**src/rtl/alu_pkg.sv**
```systemverilog
// Shared ALU definitions: Op encodings, Op width and the sequencer state enum.
package alu_pkg;

    localparam int OP_W = 3;

    // ALU Op encodings (OP_ADD is the plain A+B passthrough used by multiply)
    localparam logic [OP_W-1:0] OP_ADD = 3'b000;
    localparam logic [OP_W-1:0] OP_SUB = 3'b001;
    localparam logic [OP_W-1:0] OP_AND = 3'b010;
    localparam logic [OP_W-1:0] OP_OR  = 3'b011;
    localparam logic [OP_W-1:0] OP_XOR = 3'b100;

    typedef enum logic [1:0] {
        S_IDLE = 2'd0,
        S_EXEC = 2'd1,
        S_MUL  = 2'd2,
        S_DONE = 2'd3
    } seq_state_e;

endpackage

```
**src/rtl/alu_seq_ctrl.sv**
```systemverilog
// Command/response sequencer in front of the ALU. Runs single ALU ops in one
// cycle, or an unsigned shift-add multiply that reuses the ALU adder once per
// multiplier bit. The ALU itself lives outside and is reached via i_/o_alu_*.
module alu_seq_ctrl
    import alu_pkg::*;
#(
    parameter int WIDTH = 4
) (
    input  logic                 i_clk,
    input  logic                 i_reset,
    input  logic                 i_cmd_valid,
    output logic                 o_cmd_ready,
    input  logic                 i_cmd_mul,
    input  logic [OP_W-1:0]      i_cmd_op,
    input  logic [WIDTH-1:0]     i_cmd_a,
    input  logic [WIDTH-1:0]     i_cmd_b,
    output logic [OP_W-1:0]      o_alu_op,
    output logic [WIDTH-1:0]     o_alu_a,
    output logic [WIDTH-1:0]     o_alu_b,
    input  logic [WIDTH-1:0]     i_alu_r,
    input  logic                 i_alu_c,
    output logic                 o_rsp_valid,
    input  logic                 i_rsp_ready,
    output logic [2*WIDTH-1:0]   o_rsp_data,
    output logic                 o_rsp_carry
);

    localparam int CNT_W = $clog2(WIDTH + 1);

    seq_state_e          r_state;
    seq_state_e          w_state_nxt;
    logic [OP_W-1:0]     r_op;
    logic [WIDTH-1:0]    r_md;       // multiplicand / operand A
    logic [WIDTH-1:0]    r_mq;       // multiplier-quotient / operand B
    logic [WIDTH-1:0]    r_acc;      // upper half of the running product
    logic [CNT_W-1:0]    r_cnt;
    logic [2*WIDTH-1:0]  r_rsp_data;
    logic                r_rsp_carry;

    logic                w_accept;
    logic                w_mul_last;
    logic [WIDTH-1:0]    w_acc_nxt;
    logic [WIDTH-1:0]    w_mq_nxt;

    assign w_accept   = i_cmd_valid & o_cmd_ready;
    assign w_mul_last = (r_cnt == CNT_W'(WIDTH - 1));
    // Shift {carry, sum, mq} right by one: the adder carry lands in acc's MSB
    assign w_acc_nxt  = {i_alu_c, i_alu_r[WIDTH-1:1]};
    assign w_mq_nxt   = {i_alu_r[0], r_mq[WIDTH-1:1]};

    // State register
    always_ff @(posedge i_clk) begin
        if (i_reset) r_state <= S_IDLE;
        else         r_state <= w_state_nxt;
    end

    // Next-state logic
    always_comb begin
        w_state_nxt = r_state;
        case (r_state)
            S_IDLE: if (w_accept) w_state_nxt = i_cmd_mul ? S_MUL : S_EXEC;
            S_EXEC: w_state_nxt = S_DONE;
            S_MUL:  if (w_mul_last) w_state_nxt = S_DONE;
            S_DONE: if (i_rsp_ready) w_state_nxt = S_IDLE;
            default: w_state_nxt = S_IDLE;
        endcase
    end

    // Outputs: handshakes from state; ALU inputs held quiet outside EXEC/MUL
    always_comb begin
        o_cmd_ready = (r_state == S_IDLE);
        o_rsp_valid = (r_state == S_DONE);
        o_alu_op    = OP_ADD;
        o_alu_a     = '0;
        o_alu_b     = '0;
        case (r_state)
            S_EXEC: begin
                o_alu_op = r_op;
                o_alu_a  = r_md;
                o_alu_b  = r_mq;
            end
            S_MUL: begin
                o_alu_op = OP_ADD;
                o_alu_a  = r_acc;
                o_alu_b  = r_mq[0] ? r_md : '0;
            end
            default: ;
        endcase
    end

    // Operand latch, multiply iteration and response capture
    always_ff @(posedge i_clk) begin
        if (i_reset) begin
            r_op        <= '0;
            r_md        <= '0;
            r_mq        <= '0;
            r_acc       <= '0;
            r_cnt       <= '0;
            r_rsp_data  <= '0;
            r_rsp_carry <= 1'b0;
        end else begin
            case (r_state)
                S_IDLE: if (w_accept) begin
                    r_op  <= i_cmd_op;
                    r_md  <= i_cmd_a;
                    r_mq  <= i_cmd_b;
                    r_acc <= '0;
                    r_cnt <= '0;
                end
                S_EXEC: begin
                    r_rsp_data  <= {{WIDTH{1'b0}}, i_alu_r};
                    r_rsp_carry <= i_alu_c;
                end
                S_MUL: begin
                    r_acc <= w_acc_nxt;
                    r_mq  <= w_mq_nxt;
                    r_cnt <= r_cnt + 1'b1;
                    if (w_mul_last) begin
                        r_rsp_data  <= {w_acc_nxt, w_mq_nxt};
                        r_rsp_carry <= 1'b0;
                    end
                end
                default: ;
            endcase
        end
    end

    assign o_rsp_data  = r_rsp_data;
    assign o_rsp_carry = r_rsp_carry;

endmodule

```
**config.mk**
```make
export PLATFORM = sky130hd
export DESIGN_NAME = alu_seq_ctrl
export DESIGN_NICKNAME = d
export VERILOG_FILES = /design/src/rtl/alu_pkg.sv /design/src/rtl/alu_seq_ctrl.sv
export SDC_FILE = /design/constraint.sdc
export NUM_CORES = 1
export LEC_CHECK = 0
export ABC_AREA = 1
export BUFFER_PORTS_ARGS = -buffer_cell sky130_fd_sc_hd__buf_2
export CAP_MARGIN = 40
export CORE_MARGIN = 2
export CORE_UTILIZATION = 51
export CTS_CLUSTER_SIZE = 40
export DETAILED_ROUTE_END_ITERATION = 10
export PLACE_DENSITY = 0.79
export SKIP_LAST_GASP = 1
export SLEW_MARGIN = 20
export SYNTH_ARGS = -nofsm -noshare
export SYNTH_HDL_FRONTEND = slang
export SYNTH_SLANG_ARGS = --single-unit
```
**constraint.sdc**
```tcl
create_clock -name i_clk -period 1.45 [get_ports i_clk]
set_input_delay 0.145 -clock i_clk [delete_from_list [all_inputs] [get_ports i_clk]]
set_output_delay 0.145 -clock i_clk [all_outputs]
set_load 0.01 [all_outputs]
```
* Word level (Yosys, flattened, before mapping) *
Index checks and enable logic that the tools add are counted.

storage, ports and cells
  flip-flop bits (word level) = 29
  bits of input ports = 21
  RAM bits = 0
  bits in read-only memories = 0
  output and inout bits = 22
  memories = 0
  latch bits = 0
  logic and storage cells = 43

cells by class
  div/mod/pow operators = 0
  multipliers = 0
  muxes and demuxes = 19
  $add $sub $neg = 1
  shift operators = 0
  $lt $le $gt $ge = 0
  reductions and logical operators = 7
  equality and inequality tests = 7
  bitwise operators = 1

operator list
  operator               count
  $pmux W4 S2            4
  $pmux W8 S2            1
  $mux W4                3
  $mux W2                4
  $mux W8                1
  $pmux W2 S4            1
  $mux W3                2
  $pmux W3 S2            1
  $reduce_and A2 Y1      3
  $eq A2 B2 Y1 const B   2
  $ne A2 B1 Y1 const B   2
  $reduce_bool A2 Y1     2
  $add A3 B1 Y3 const B  1
  $eq A3 B2 Y1 const B   1
  $reduce_and A3 Y1      1
  $eq A2 B1 Y1 const B   1
  $logic_not A2 Y1       1
  $ne A2 B2 Y1 const B   1
  $pmux W1 S2            1
  $and A1 B1 Y1          1
  $mux W1                1

* Depth between registers and ports, before layout *
Gate-level depths: netlist of run 1.

  word-level depth = 4
  gate-level depth with buffers = 9

* Least setup slack after synthesis of run 1 *
No wires, ideal clock.

  path kind = register to register
  start point = reg r_state[0]
  end point = reg r_state[0]
  period minus slack after synthesis = 1.299 ns
  arrival = 1.185 ns
  path slack = 0.151 ns
  required time = 1.337 ns
  stages on the path, launching flop included = 8
  setup time = 0.113 ns
  cell sequence = dfxtp_1 inv_1 ha_1 buf_6 nand2_2 nand3_1 nor2_1 nor2_1

on the way
  word-level cells in the longest chain between the ends = 4
  elaborated cells on any way between the ends = 10

ends and longest elaborated chain
  what                                line                RTL
  start, declared                     alu_seq_ctrl.sv:30  seq_state_e r_state;
  start signal, assigned              alu_seq_ctrl.sv:54  else r_state <= w_state_nxt;
  $logic_not A2 Y1 (*)                alu_seq_ctrl.sv:71  o_cmd_ready = (r_state == S_IDLE);
  named net o_cmd_ready               alu_seq_ctrl.sv:12  output logic o_cmd_ready,
  $and A1 B1 Y1                       alu_seq_ctrl.sv:45  assign w_accept = i_cmd_valid & o_cmd_ready;
  $ne A2 B1 Y1 (no source line)       --
  $reduce_and A3 Y1 (no source line)  --

Mark *: on every way through the listed nets, which the timed path passes. The rest lies on a longest branch.
A chain may end at the register's enable or synchronous reset.

* Worst setup path in the final report of run 1 *
  start point = reg r_state[1]
  end point = out o_alu_a[3]

on the way
  word-level cells in the longest chain between the ends = 2
  elaborated cells on any way between the ends = 3

ends and longest elaborated chain
  what                                                 line                RTL
  $eq A2 B2 Y1 / $eq A2 B1 Y1 (equally long branches)  alu_seq_ctrl.sv:76  case (r_state)
  $pmux W4 S2 (*)                                      alu_seq_ctrl.sv:76
  end, declared                                        alu_seq_ctrl.sv:18  output logic [WIDTH-1:0] o_alu_a,

Mark *: on every way between the ends. The rest lies on a longest branch, timed or not.

==> flow_metrics.env, run 1 <==
export IMPL_syn_area_sq_um=1470
export IMPL_die_area_sq_um=3320
export IMPL_cp_end_kind="primary output"
export IMPL_numCtsBuffers=5
export IMPL_cts_buffer_depth=2
export IMPL_failed_checks="negative setup slack"
export IMPL_cp_cell_sequence="inv_4, ha_4, inv_6, a21oi_1, buf_2"
export IMPL_io_pins=43
export IMPL_globalplace_congestion=0.808
export IMPL_portBuffers=42
export IMPL_antenna_found_initial=0
export IMPL_cp_slowest_cell="dfxtp_4"
export IMPL_vias=1508
export IMPL_clock_skew_ns=0.0100
export IMPL_yosysWarnings=0
export IMPL_arrival_ns=1.40
export IMPL_dieWidth_um=57.6
export IMPL_first_global_vias=1324
export IMPL_place_area_sq_um=1730
export IMPL_min_period_over_period=1.07
export IMPL_fin_util=0.702
export IMPL_synth_cell_types=14
export IMPL_synth_cells=219
export IMPL_path_class="reg -> out"
export IMPL_wl_per_cell_um=11.8
export IMPL_dp_cells=294
export IMPL_track_usage=0.223
export IMPL_postSynthAreaPerCell_sq_um=6.69
export IMPL_power_switching_w=0.00198
export IMPL_grt_pass1_wl_um=5660
export IMPL_dominantRegCellSynth="dfxtp_1"
export IMPL_final_cells=306
export IMPL_power_share_clock=0.110
export IMPL_setup_viol=10
export IMPL_drc_errors=0
export IMPL_start_util=0.536
export IMPL_rsz0062_at_grt="yes"
export IMPL_seqPwrFrac=0.287
export IMPL_synth_commonest_cells="nand2_1, nor2_1, dfxtp_1"
export IMPL_max_freq_ghz=0.647
export IMPL_hold_violations=0
export IMPL_first_iter_violations=61
export IMPL_htree_levels=2
export IMPL_die_y_um=57.6
export IMPL_ir_drop_uv=2160
export IMPL_final_nets=302
export IMPL_synthTopCellsByArea="dfxtp_1, nand2_1, nor2_1"
export IMPL_fp_row_count=19
export IMPL_max_slew_margin_rel=0.829
export IMPL_maxSlewViolCount=0
export IMPL_async_flop_share=0
export IMPL_yosys_area_top_type_share=0.396
export IMPL_synthToLayoutAreaGrowth_pct=30.9
export IMPL_cts_root_buf="clkbuf_4"
export IMPL_swShare=0.462
export IMPL_setup_slack_ns=-0.0956
export IMPL_totalWireLength_um=3620
export IMPL_intPower_w=0.00231
export IMPL_synth_largest_area_cell="dfxtp_1"
export IMPL_postRouteAntennaNets=0
export IMPL_syn_num_nets=247
export IMPL_synth_edff_count=0
export IMPL_maxCapViolCount=0
export IMPL_worstHoldPathType="in -> reg"
export IMPL_antenna_cells=0
export IMPL_synth_seq_area_share=0.396
export IMPL_crit_fanout=7
export IMPL_fin_crit_ns=1.55
export IMPL_clk_latency_ns=0.33
export IMPL_tightest_slew_ns=0.256
export IMPL_cts_sinks=29
export IMPL_worstPathRequired_ns=1.31
export IMPL_p_leak_nw=0.971
export IMPL_outcome="complete, but fails checks"
export IMPL_finalPower_w=0.00429
export IMPL_grt_max_degree=23
export IMPL_fin_area_sq_um=1920
export IMPL_dpl_hpwl_um=2440
export IMPL_firstDrtPassIters=5
export IMPL_tritoncts="yes"
export IMPL_drive_above_1_share=0.291
export IMPL_cts_hold_buffers=0
export IMPL_yosysMostFrequentCell="nand2_1"
export IMPL_clkTransAtPathRegs_ns=0.09
export IMPL_critical_path_max_stage_delay_ns=0.39
export IMPL_power_density_nw_per_um2=2240
export IMPL_core_area_sq_um=2730
export IMPL_ys_ff_latch=29
export IMPL_cp_start_kind="flip-flop"
export IMPL_pwr_share_comb=0.603
export IMPL_grt_ovfl_total=0
export IMPL_viasPerCell=4.93
export IMPL_r2r_slack_ns=0.02
layer usage:
layer | up-vias | GRT usage | part of all wire
met4 | 0 | 0.0864 | 0.011
li1 | 792 | - | -
met5 | - | 0 | 0
met2 | 27 | 0.372 | 0.48
met1 | 685 | 0.273 | 0.46
met3 | 4 | 0.0612 | 0.045
layout make-up:
class / count / area (sq um)
tap: 31 / 38.8
fill: 240 / 816
clock buffer: 8 / 48.8
multi-input combinational: 164 / 838
sequential: 29 / 587
inverter: 20 / 92.6
timing repair buffer: 54 / 313
state kept, by name (all words and copies together) (netlist names):
| signal | flops |
|---|---|
| o_rsp_carry | 1 |
| o_rsp_data | 8 |
| r_acc | 4 |
| r_cnt | 3 |
| r_md | 4 |
| r_mq | 4 |
| r_op | 3 |
| r_state | 2 |
power groups by stage:
stage	registers, W	logic [W]	clock network, W
finish	0.00123	0.00259	0.000470
global route	0.00126	0.00285	0.000518
CTS	0.00122	0.00234	0.000474
detailed placement	0.00121	0.00200	0
global placement	0.00120	0.00198	0
floorplan	0.00121	0.00145	0
cells in the final DEF, fill, tap and decap left out, types with 2 or more instances in the layout:
cell / n
inv_4: 2
o21ai_0: 20
a21oi_2: 2
ha_1: 3
o21ai_4: 2
buf_2: 42
nor2_1: 45
a21oi_1: 14
clkbuf_1: 3
dfxtp_1: 26
dfxtp_2: 2
clkbuf_4: 5
inv_1: 15
ha_4: 4
nand2_4: 2
buf_4: 11
nand2_1: 65
nand3_1: 4
kinds of logic (layout without fill, tap and decap cells):
family,count (synthesis),count (layout),synth area share
buf+inv,27,82,0.0837
simple gates,118,118,0.315
fa+ha+maj,7,7,0.0598
flops,29,29,0.396
compound gates,38,39,0.145
timing repair:
action / CTS / global route
endpoints found under the hold margin: 0 / 0
resized for setup: 20 / 7
endpoints found under the setup margin: 37 / 23
buffers inserted: 3 / 2
cloned: 0 / 1
pin swaps: 3 / 2
metrics by stage:
step                      setup TNS (ns)  setup WS, ns  hold slack (ns)
after CTS                         -0.796        -0.104           0.0555
after global routing               -1.72        -0.193           0.0648
after detailed placement          -0.112       -0.0265            0.406
after floorplan                        0         0.151            0.309
final                             -0.763       -0.0956           0.0611
after global placement                 0        0.0323            0.400
worst max-delay path, delay by kind of cell (launching register included):
kind	cells	cell delay, ns
flops	1	0.39
fa+ha+maj	1	0.30
buf+inv	3	0.25
compound gates	1	0.12
final timing paths:
check | start | end | depth (start not counted)
worst min register to register | o_rsp_data[3] | o_rsp_data[3] | 2
worst min-delay path | i_cmd_a[1] | r_md[1] | 3
worst max register to register | r_state[1] | o_rsp_data[0] | 7
worst max-delay path | r_state[1] | o_alu_a[3] | 5
Note: power is estimated with default switching activity, not from simulation.
==> run 2, diff against run 1 <==
ABC_AREA = 0   (was 1)
CORE_UTILIZATION = 50   (was 51)
PLACE_DENSITY = 0.78   (was 0.79)
==> flow_metrics.env, run 2 <==
export IMPL_outcome="complete, but fails checks"
export IMPL_failed_checks="negative setup slack"
export IMPL_rsz0062_at_grt="yes"
export IMPL_postSynthAreaPerCell_sq_um=8.57
export IMPL_max_freq_ghz=0.588
export IMPL_synthTopCellsByArea="dfxtp_1, a21oi_1, mux2i_1"
export IMPL_htree_levels=2
export IMPL_arrival_ns=1.56
export IMPL_clkTransAtPathRegs_ns=0.09
export IMPL_critical_path_buf_inv_count=3
export IMPL_synth_cell_types=30
export IMPL_cts_root_buf="clkbuf_4"
export IMPL_start_util=0.529
export IMPL_synth_cells=170
export IMPL_cp_slowest_cell="dfxtp_4"
export IMPL_critical_path_max_stage_delay_ns=0.40
export IMPL_die_area_sq_um=3360
export IMPL_ir_drop_uv=1500
export IMPL_maxSlewViolCount=0
export IMPL_track_usage=0.248
export IMPL_postRouteAntennaNets=0
export IMPL_met2_length_um=2090
export IMPL_vias=1481
export IMPL_maxCapViolCount=0
export IMPL_io_pins=43
export IMPL_synth_largest_area_cell="dfxtp_1"
export IMPL_p_leak_nw=0.829
export IMPL_hold_violations=0
export IMPL_dieWidth_um=58.0
export IMPL_ys_ff_latch=29
export IMPL_final_nets=250
export IMPL_firstDrtPassIters=5
export IMPL_cp_start_kind="flip-flop"
export IMPL_power_density_nw_per_um2=1860
export IMPL_synth_commonest_cells="dfxtp_1, a21oi_1, nor2_1"
export IMPL_wl_met1_um=1640
export IMPL_tritoncts="yes"
export IMPL_synthToLayoutAreaGrowth_pct=36.4
export IMPL_min_period_over_period=1.17
export IMPL_wl_per_cell_um=16.3
export IMPL_antenna_found_initial=0
export IMPL_clock_skew_ns=0.00396
export IMPL_worstHoldPathType="in -> reg"
export IMPL_viasPerCell=5.83
export IMPL_setup_slack_ns=-0.251
export IMPL_async_flop_share=0
export IMPL_first_global_vias=1404
export IMPL_yosys_area_top_type_share=0.398
export IMPL_max_slew_margin_rel=0.789
export IMPL_core_area_sq_um=2760
export IMPL_portBuffers=42
export IMPL_clk_latency_ns=0.33
export IMPL_grt_max_degree=19
export IMPL_yosysMostFrequentCell="dfxtp_1"
export IMPL_worstPathRequired_ns=1.31
export IMPL_synth_edff_count=0
export IMPL_totalWireLength_um=4130
export IMPL_antenna_cells=0
export IMPL_crit_family="flip-flops"
export IMPL_timing_setup_tns_ns=-3.40
export IMPL_final_cells=254
export IMPL_cp_cell_sequence="inv_4, ha_4, clkinvlp_4, nor2_2, buf_2"
export IMPL_die_y_um=58.0
export IMPL_drive_above_1_share=0.413
export IMPL_tightest_slew_ns=0.316
export IMPL_first_iter_violations=72
export IMPL_synth_seq_area_share=0.398
export IMPL_dpl_hpwl_um=2780
export IMPL_crit_fanout=8
export IMPL_fin_crit_ns=1.70
export IMPL_grt_pass1_wl_um=6290
export IMPL_fp_row_count=19
export IMPL_cp_end_kind="primary output"
export IMPL_layout_commonest_cell="buf_2"
export IMPL_dominantRegCellSynth="dfxtp_1"
export IMPL_syn_num_nets=198
export IMPL_syn_area_sq_um=1460
export IMPL_cts_buffer_depth=2
export IMPL_dp_cells=240
export IMPL_wl_met3_um=278
export IMPL_cts_hold_buffers=0
export IMPL_numCtsBuffers=5
export IMPL_path_class="reg -> out"
export IMPL_layout_common_cells="buf_2, dfxtp_1, a21oi_1"
export IMPL_largest_register_ffs=8
export IMPL_grt_ovfl_total=0
export IMPL_drc_errors=0
export IMPL_cts_sinks=29
export IMPL_dr_max_layer_used="met4"
export IMPL_yosysWarnings=0
export IMPL_globalplace_congestion=0.856
export IMPL_setup_viol=20
[run 2: logic make-up after synthesis]
group                    after synthesis  synth area share
buffers and inverters                 19            0.0670
AND/OR/NAND/NOR                       55             0.179
flip-flops                            29             0.398
adder cells (fa/ha/maj)                7            0.0601
multiplexers                          11            0.0790
AO/OA/AOI/OAI                         49             0.217
[run 2: path summary, 6_finish.rpt]
| path | cells after the start | end | slack (ns) | from |
|---|---|---|---|---|
| hold / removal | 3 | r_md[3] | 0.06 | i_cmd_a[3] |
| hold reg to reg | 2 | r_op[0] | 0.46 | r_op[0] |
| setup reg to reg | 7 | o_rsp_data[4] | -0.25 | r_state[1] |
| setup / recovery | 5 | o_alu_b[1] | -0.25 | r_state[1] |
[run 2: through the flow]
step	area, sq um	total power (W)	setup WS, ns	hold slack (ns)	utilization
finish	1990	0.00370	-0.251	0.0585	0.721
global placement	1710	0.00241	0.00824	0.399	0.621
floorplan	1460	0.00208	0.00996	0.292	-
detailed placement	1710	0.00250	-0.153	0.411	0.621
global route	1990	0.00388	-0.299	0.0562	0.721
CTS	1880	0.00341	-0.197	0.0587	0.681
[run 2: where the power goes]
part	switching (W)	internal, W	leakage (nW)
Combinational	0.00102	0.000839	0.546
Sequential	0.000168	0.000979	0.238
Clock	0.000278	0.000411	0.0455
Total	0.00147	0.00223	0.829
[run 2: cell type report]
cell class | count | area, sq um
flip-flops and latches | 29 | 586
clock buffers | 7 | 55.1
multi-input cells | 122 | 902
repair buffers | 59 | 349
clock inverters | 1 | 30.0
inverters | 5 | 27.5
fillers | 191 | 769
well taps | 31 | 38.8
[run 2: what timing repair did]
item,4_1_cts,5_1_grt
gates resized for setup,20,20
setup endpoints to repair,22,24
endpoints found under the hold margin,0,0
pin swaps,8,6
setup buffers,3,3
[run 2: routing by layer]
metal  up-vias  track usage
met5         -            0
met4         0       0.0930
met3        15       0.0781
met2        70        0.427
met1       681        0.286
li1        715            -
[run 2: worst register-to-register path, stage by stage (launching register included)]
cell	delay, ns
dfxtp_4	0.40
inv_4	0.05
ha_4	0.29
clkinvlp_4	0.19
buf_4	0.20
buf_4	0.16
o21ai_0	0.21
a21oi_1	0.10
==> run 3, diff against run 2 <==
BUFFER_PORTS_ARGS = -buffer_cell sky130_fd_sc_hd__clkbuf_2   (was -buffer_cell sky130_fd_sc_hd__buf_2)
==> flow_metrics.env, run 3 (synthesis results as in run 2) <==
export IMPL_use_met3=0.0714
export IMPL_fp_row_count=19
export IMPL_htree_levels=2
export IMPL_fin_area_sq_um=2080
export IMPL_maxSlewViolCount=0
export IMPL_crit_family="buffers and inverters"
export IMPL_met2_usage=0.453
export IMPL_antenna_cells=0
export IMPL_postRouteAntennaNets=0
export IMPL_setup_slack_ns=-0.265
export IMPL_outcome="complete, but fails checks"
export IMPL_cts_sinks=29
export IMPL_layout_common_cells="clkbuf_2, dfxtp_1, a21oi_1"
export IMPL_tightest_slew_ns=0.300
export IMPL_dp_cells=245
export IMPL_grt_max_degree=24
export IMPL_totalWireLength_um=4460
export IMPL_p_leak_nw=0.859
export IMPL_track_usage=0.253
export IMPL_cp_slowest_cell="dfxtp_4"
export IMPL_antenna_found_initial=0
export IMPL_min_period_over_period=1.18
export IMPL_grt_ovfl_total=0
export IMPL_dpl_hpwl_um=2870
export IMPL_clkTransAtPathRegs_ns=0.09
export IMPL_globalplace_congestion=0.892
export IMPL_path_class="reg -> out"
export IMPL_r2r_cells=6
export IMPL_cp_start_kind="flip-flop"
export IMPL_core_area_sq_um=2760
export IMPL_critical_path_max_stage_delay_ns=0.38
export IMPL_busiest_layer="met2"
export IMPL_r2r_start="r_state[0]"
export IMPL_dieWidth_um=58.0
export IMPL_start_util=0.529
export IMPL_arrival_ns=1.57
export IMPL_place_area_sq_um=1750
export IMPL_cts_root_buf="clkbuf_4"
export IMPL_ir_drop_uv=1380
export IMPL_cts_hold_buffers=0
export IMPL_clk_latency_ns=0.33
export IMPL_maxCapViolCount=0
export IMPL_portBuffers=42
export IMPL_viasPerCell=6.15
export IMPL_crit_fanout=8
export IMPL_fin_util=0.754
export IMPL_setup_viol=18
export IMPL_rsz0062_at_grt="yes"
export IMPL_clock_skew_ns=0.00240
export IMPL_critical_path_startpoint="r_state[0]"
export IMPL_pre_cts_ws_ns=-0.0449
export IMPL_cp_end_kind="primary output"
export IMPL_first_global_vias=1522
export IMPL_hold_violations=0
export IMPL_grt_pass1_wl_um=6530
export IMPL_die_area_sq_um=3360
export IMPL_num_fill_cells=193
export IMPL_r2r_end="o_rsp_data[4]"
export IMPL_r2r_slack_ns=-0.04
export IMPL_wl_per_cell_um=17.1
export IMPL_numCtsBuffers=5
export IMPL_use_met1=0.277
export IMPL_cp_endpoint="o_alu_b[1]"
export IMPL_final_cells=260
export IMPL_largest_register_ffs=8
export IMPL_first_iter_violations=102
export IMPL_cp_depth=5
export IMPL_power_density_nw_per_um2=1850
export IMPL_io_pins=43
export IMPL_max_freq_ghz=0.583
export IMPL_fin_crit_ns=1.72
export IMPL_firstDrtPassIters=4
export IMPL_vias=1600
export IMPL_tritoncts="yes"
export IMPL_worstHoldPathType="in -> reg"
export IMPL_drive_above_1_share=0.467
export IMPL_layout_commonest_cell="clkbuf_2"
export IMPL_synthToLayoutAreaGrowth_pct=42.6
export IMPL_final_nets=256
export IMPL_critical_path_buf_inv_count=3
export IMPL_max_slew_margin_rel=0.800
export IMPL_cp_cell_sequence="inv_4, ha_4, clkinvlp_4, nor2_1, clkbuf_2"
export IMPL_holdWs_ns=0.0373
export IMPL_worstPathRequired_ns=1.31
export IMPL_die_y_um=58.0
export IMPL_drc_errors=0
export IMPL_failed_checks="negative setup slack"
export IMPL_cts_buffer_depth=2
[run 3: where the power goes]
part | total, W | leakage [nW] | internal, W | switching, W
registers | 0.00116 | 0.238 | 0.000981 | 0.000181
clock network | 0.000699 | 0.0455 | 0.000411 | 0.000287
logic | 0.00199 | 0.575 | 0.000920 | 0.00107
total | 0.00385 | 0.859 | 0.00231 | 0.00154
[run 3: repair_timing]
action / 4_1_cts / 5_1_grt
setup buffers: 4 / 2
gates resized for setup: 26 / 34
gates cloned: 0 / 1
endpoints found under the setup margin: 17 / 31
pin swaps: 11 / 6
[run 3: worst min-delay path by stage]
| stage | start | endpoint | slack [ns] | depth (start not counted) |
|---|---|---|---|---|
| after floorplan | i_cmd_op[0] | r_op[0] | 0.29 | 2 |
| final | i_cmd_a[3] | r_md[3] | 0.04 | 3 |
| after global placement | i_cmd_op[0] | r_op[0] | 0.38 | 3 |
| after CTS | i_cmd_a[3] | r_md[3] | 0.04 | 3 |
| after global routing | i_cmd_a[3] | r_md[3] | 0.05 | 3 |
| after detailed placement | i_cmd_a[3] | r_md[3] | 0.39 | 3 |
[run 3: routing by layer]
metal	up-vias	routed length, um
met1	759	1740
met2	82	2200
met4	0	229
li1	730	-
met5	-	0
met3	29	284
[run 3: cell type report]
type,instances,area [sq um],area share
Clock buffer,7,55.1,0.0265
Multi-Input combinational cell,123,932,0.449
Inverter,5,27.5,0.0132
Clock inverter,1,30.0,0.0144
Sequential cell,29,588,0.283
Timing Repair Buffer,64,407,0.196
Tap cell,31,38.8,0.0187
[run 3: worst reg2reg max path, delay by kind of cell (launching register included)]
family | cells | cell delay (ns)
adder cells (fa/ha/maj) | 1 | 0.28
buffers and inverters | 3 | 0.46
AO/OA/AOI/OAI | 2 | 0.26
flip-flops | 1 | 0.38
[run 3: metrics by stage]
| stage | TNS (ns) | total power, W |
|---|---|---|
| finish | -2.21 | 0.00385 |
| detailed placement | -0.122 | 0.00257 |
| global placement | 0 | 0.00249 |
| global route | -3.67 | 0.00404 |
| CTS | -1.76 | 0.00355 |
| floorplan | 0 | 0.00208 |
